`src/rtl/onehot_decoder_sequencer.sv`:
```
// Registered SEL_W-to-2^SEL_W one-hot decoder with a single-decode mode and a
// dwell-timed upward scan mode, fed through a valid/ready request port.
module onehot_decoder_sequencer #(
  parameter int unsigned SEL_W = 2,
  parameter int unsigned DWELL = 1
) (
  input  logic               clk,
  input  logic               reset_n,
  input  logic               en,
  input  logic               req_valid,
  output logic               req_ready,
  input  logic               req_mode,
  input  logic [SEL_W-1:0]   req_sel,
  output logic [(1<<SEL_W)-1:0] out,
  output logic               busy,
  output logic               done
);

  localparam int unsigned N      = 1 << SEL_W;
  localparam int unsigned CNT_W  = 8;
  localparam logic [CNT_W-1:0] DWELL_LAST = CNT_W'(DWELL - 1);
  localparam logic [SEL_W-1:0] IDX_TOP    = SEL_W'(N - 1);

  typedef enum logic {
    ST_IDLE = 1'b0,
    ST_SCAN = 1'b1
  } state_e;

  state_e             state_q, state_d;
  logic [SEL_W-1:0]   idx_q, idx_d;
  logic [CNT_W-1:0]   dwell_q, dwell_d;
  logic [N-1:0]       out_q, out_d;
  logic               busy_q, busy_d;
  logic               done_q, done_d;
  logic               accept;

  // One-hot encode an index; the shift amount never exceeds N-1.
  function automatic logic [N-1:0] onehot(input logic [SEL_W-1:0] i);
    return N'(1) << i;
  endfunction

  // Ready only when enabled and not already scanning.
  assign req_ready = en && (state_q == ST_IDLE);
  assign accept    = req_valid && req_ready;

  // State and output registers.
  always_ff @(posedge clk or negedge reset_n) begin
    if (!reset_n) begin
      state_q <= ST_IDLE;
      idx_q   <= '0;
      dwell_q <= '0;
      out_q   <= '0;
      busy_q  <= 1'b0;
      done_q  <= 1'b0;
    end else begin
      state_q <= state_d;
      idx_q   <= idx_d;
      dwell_q <= dwell_d;
      out_q   <= out_d;
      busy_q  <= busy_d;
      done_q  <= done_d;
    end
  end

  // Next-state logic; en low overrides everything and aborts any scan silently.
  always_comb begin
    state_d = state_q;
    idx_d   = idx_q;
    dwell_d = dwell_q;
    out_d   = out_q;
    busy_d  = busy_q;
    done_d  = 1'b0;

    if (!en) begin
      state_d = ST_IDLE;
      dwell_d = '0;
      out_d   = '0;
      busy_d  = 1'b0;
    end else begin
      unique case (state_q)
        ST_IDLE: begin
          if (accept) begin
            out_d = onehot(req_sel);
            if (req_mode) begin
              idx_d   = req_sel;
              dwell_d = '0;
              state_d = ST_SCAN;
              busy_d  = 1'b1;
            end
          end
        end
        ST_SCAN: begin
          if (dwell_q != DWELL_LAST) begin
            dwell_d = dwell_q + CNT_W'(1);
          end else if (idx_q != IDX_TOP) begin
            idx_d   = idx_q + SEL_W'(1);
            out_d   = onehot(idx_q + SEL_W'(1));
            dwell_d = '0;
          end else begin
            out_d   = '0;
            dwell_d = '0;
            done_d  = 1'b1;
            busy_d  = 1'b0;
            state_d = ST_IDLE;
          end
        end
        default: state_d = ST_IDLE;
      endcase
    end
  end

  assign out  = out_q;
  assign busy = busy_q;
  assign done = done_q;

endmodule

```
`config.mk`:
```
export PLATFORM = sky130hd
export DESIGN_NAME = onehot_decoder_sequencer
export DESIGN_NICKNAME = d
export VERILOG_FILES = /design/src/rtl/onehot_decoder_sequencer.sv
export SDC_FILE = /design/constraint.sdc
export NUM_CORES = 1
export LEC_CHECK = 0
export ABC_CLOCK_PERIOD_IN_PS = 1400
export BUFFER_PORTS_ARGS = -buffer_cell sky130_fd_sc_hd__buf_2
export CAP_MARGIN = 20
export CORE_MARGIN = 3
export CORE_UTILIZATION = 29
export CTS_CLUSTER_DIAMETER = 40
export DETAILED_ROUTE_END_ITERATION = 16
export PLACE_DENSITY = 0.45
export SLEW_MARGIN = 20
export SYNTH_ARGS = -nofsm -noshare
export SYNTH_HDL_FRONTEND = slang
export SYNTH_SLANG_ARGS = --single-unit
```
`constraint.sdc`:
```
create_clock -name clk -period 1.4 [get_ports clk]
set_input_delay 0.21 -clock clk [delete_from_list [all_inputs] [get_ports clk]]
set_output_delay 0.21 -clock clk [all_outputs]
set_load 0.01 [all_outputs]
```
==> run_results.csv <==
group,metric,value,unit
yosys,synth_edf_count,0,
final_layout,fillers,362,
yosys,ys_top_cells_by_count,"nand2_1, dfrtp_1, a21oi_1",
yosys,ys_warn_count,0,
place,place_inst,184,
yosys,yosysTopAreaCell,"dfrtp_1",
place,place_hpwl,1860,um
clocking,htreeDepth,1,
drt,viasPerCell,4.74,
yosys,ys_seq_area_share,40.6,%
run,cap_violations,0,
final_layout,final_cells,191,
floorplanning,dieArea,0.00437,mm2
global_routing,grt_pass1_vias,894,
timing,slew_viol_final,0,
drt,ant_nets,0,
setup_path,crit_family,"compound AO/OA/AOI/OAI gates",
timing,worstMarginPinSlew,0.423,ns
drt,wire_per_inst,12.7,um
timing,fin_ws,-0.104,ns
global_routing,use_met2,19.3,%
place,io_buffers,13,
floorplanning,coreArea,0.00342,mm2
yosys,synthTopCellsByArea,"dfrtp_1, ha_1, nand2_1",
final_layout,area.sequential,425,um2
setup_path,cp_cell_sequence,"inv_2 -> ha_1 -> nor4b_4 -> buf_4 -> a21oi_1 -> o21bai_1 -> a221oi_2",
clocking,cts_sinks,17,
floorplanning,die_x,66.1,um
yosys,ys_ff_latch,17,
setup_path,path_buf_inv,2,
yosys,synth_cell_types,34,
global_routing,grt_usage,12.8,%
drt,drt_iter0_markers,70,
timing,setup_viol,12,
worst_hold_path,holdCritPathClass,"primary input to register",
drt,first_pass_iters,4,
setup_path,setup.worst_path.start_class,"register",
final_layout,fin_area,0.00137,mm2
global_routing,grt_max_degree,18,
floorplanning,num_rows,21,
clocking,clock_latency,0.30,ns
yosys,async_reset_ff_share,100,%
drt,drc,0,
timing,max_freq,0.665,GHz
place,dp_slack,-0.109,ns
setup_path,slowest_delay,0.41,ns
final_layout,multi_input_area,614,um2
clocking,cts_buffers,3,
drt,wirelength,2430,um
status,status,"finished with violations",
yosys,avgSynthCellArea,9.28,um2
clocking,cts_tree,"done",
place,dpl_cell_area,0.00127,mm2
setup_path,worstReg2RegStart,"dwell_q[1]",
floorplanning,io_pins,14,
floorplanning,die_height,66.1,um
timing,clock-skew-final,0.00934,ns
final_layout,drive_above_1_share,35.2,%
status,violations,"negative setup slack",
setup_path,worstPathMaxFanout,3,
global_routing,grt_pass1_wl,4180,um
timing,period_minus_slack,1.50,ns
clocking,cts.path.max_buffers,2,
place,finalWeightedCongestion,0.791,
timing,holdWs,0.224,ns
global_routing,grt.met3_usage,3.23,%
global_routing,antenna_found_initial,0,
setup_path,cp_data_required_time,1.60,ns
yosys,syn_nets,127,
setup_path,critPathSlowestCell,"dfrtp_1",
yosys,netlist_instances,113,
setup_path,worstSetupStartpoint,"dwell_q[1]",
worst_hold_path,hp-start,"en",
clocking,clkTransAtPathRegs,0.11,ns
timing,setup_tns,-0.720,ns
global_routing,grt_busiest_layer,"met2",
yosys,ys.flop_type,"dfrtp_1",
global_routing,use_met1,17.2,%
drt,vias,905,
final_layout,diodes,0,
power_and_ir_drop,p_per_area,910,mW/mm2
power_and_ir_drop,p_total,1.24,mW
power_and_ir_drop,ir_worst_vdd,313,uV
timing,final_hold_viol_count,0,
yosys,synth_top_area_share,40.6,%
final_layout,final_core_util,40.0,%
clocking,cts_root_buf,"clkbuf_4",
timing,finalCritPeriodShare,107,%
setup_path,worst_setup_path_end_kind,"register",
yosys,synthesis.area,0.00105,mm2
global_routing,grt_overflow,0,
power_and_ir_drop,p_leak,0.668,nW
final_layout,area_growth,30.2,%
timing,rsz0062_at_grt,"true",
timing,maxSlewHeadroom,71.8,%
final_layout,fin_nets,160,
setup_path,cp_data_arrival_time,1.71,ns
yosys,yosysMostFrequentCell,"nand2_1",
floorplanning,start_util,30.7,%
setup_path,critical_path_class,"register to register",
==> state kept, by name, summed over array words and instances, names as in the netlist <==
signal / cells
dwell_q: 8
out: 4
idx_q: 2
busy: 1
done: 1
state_q: 1
==> area by class of cell <==
cell class                      count  area share (%)
Clock buffer                        3            1.65
Inverter                            7            1.92
Sequential cell                    17            31.2
Multi-Input combinational cell     85            45.0
Clock inverter                      1           0.367
Timing Repair Buffer               32            15.7
Tap cell                           46            4.22
==> where the power goes <==
group / switching [mW] / internal [mW] / total (mW)
Clock: 0.166 / 0.106 / 0.272
Sequential: 0.0246 / 0.537 / 0.562
Combinational: 0.219 / 0.190 / 0.409
Total: 0.410 / 0.833 / 1.24
==> tightest hold or removal path, cell delays in order <==
cell     delay (ns)
buf_2          0.13
nand3_2        0.10
nand2_1        0.05
==> per-layer routing <==
layer  part of all wire (%)  routed length (um)
met5                      0                   0
met1                     48                1170
met4                   0.70                  17
met3                    3.7                  89
met2                     47                1160
==> final timing paths <==
kind	end	slack (ns)	cells after the start
min in group asynchronous	busy	0.35	2
worst max-delay path	idx_q[0]	-0.10	7
worst min-delay path	state_q	0.22	3
max in group asynchronous	idx_q[0]	0.76	2
worst min register to register	out[0]	0.53	2
worst max register to register	idx_q[0]	-0.10	7
==> layout by cell type (no fill, tap or decap), types with 4 or more instances in the layout <==
cell / Yosys / layout
nand2_1: 22 / 21
dfrtp_1: 17 / 17
buf_4: 0 / 17
buf_2: 1 / 13
ha_1: 7 / 7
inv_1: 7 / 6
a21oi_2: 1 / 6
mux2i_1: 5 / 5
o21ai_0: 7 / 4
a21oi_1: 9 / 4
==> repair_timing <==
item,4_1_cts,5_1_grt
setup endpoints to repair,15,16
pin swaps,2,2
endpoints found under the hold margin,17,0
gates cloned,0,1
gates resized for setup,8,8
hold buffers,1,0
setup buffers,1,0
==> kinds of logic (layout without fill, tap and decap cells) <==
group	after synthesis	count (layout)	synth area share, %
AO/OA/AOI/OAI	29	29	17.8
buffers and inverters	11	43	4.77
flip-flops	17	17	40.6
AND/OR/NAND/NOR	42	42	21.5
multiplexers	6	6	6.21
adder cells (fa/ha/maj)	7	7	8.35
XOR/XNOR	1	1	0.835
Note: power is estimated with default switching activity, not from simulation.
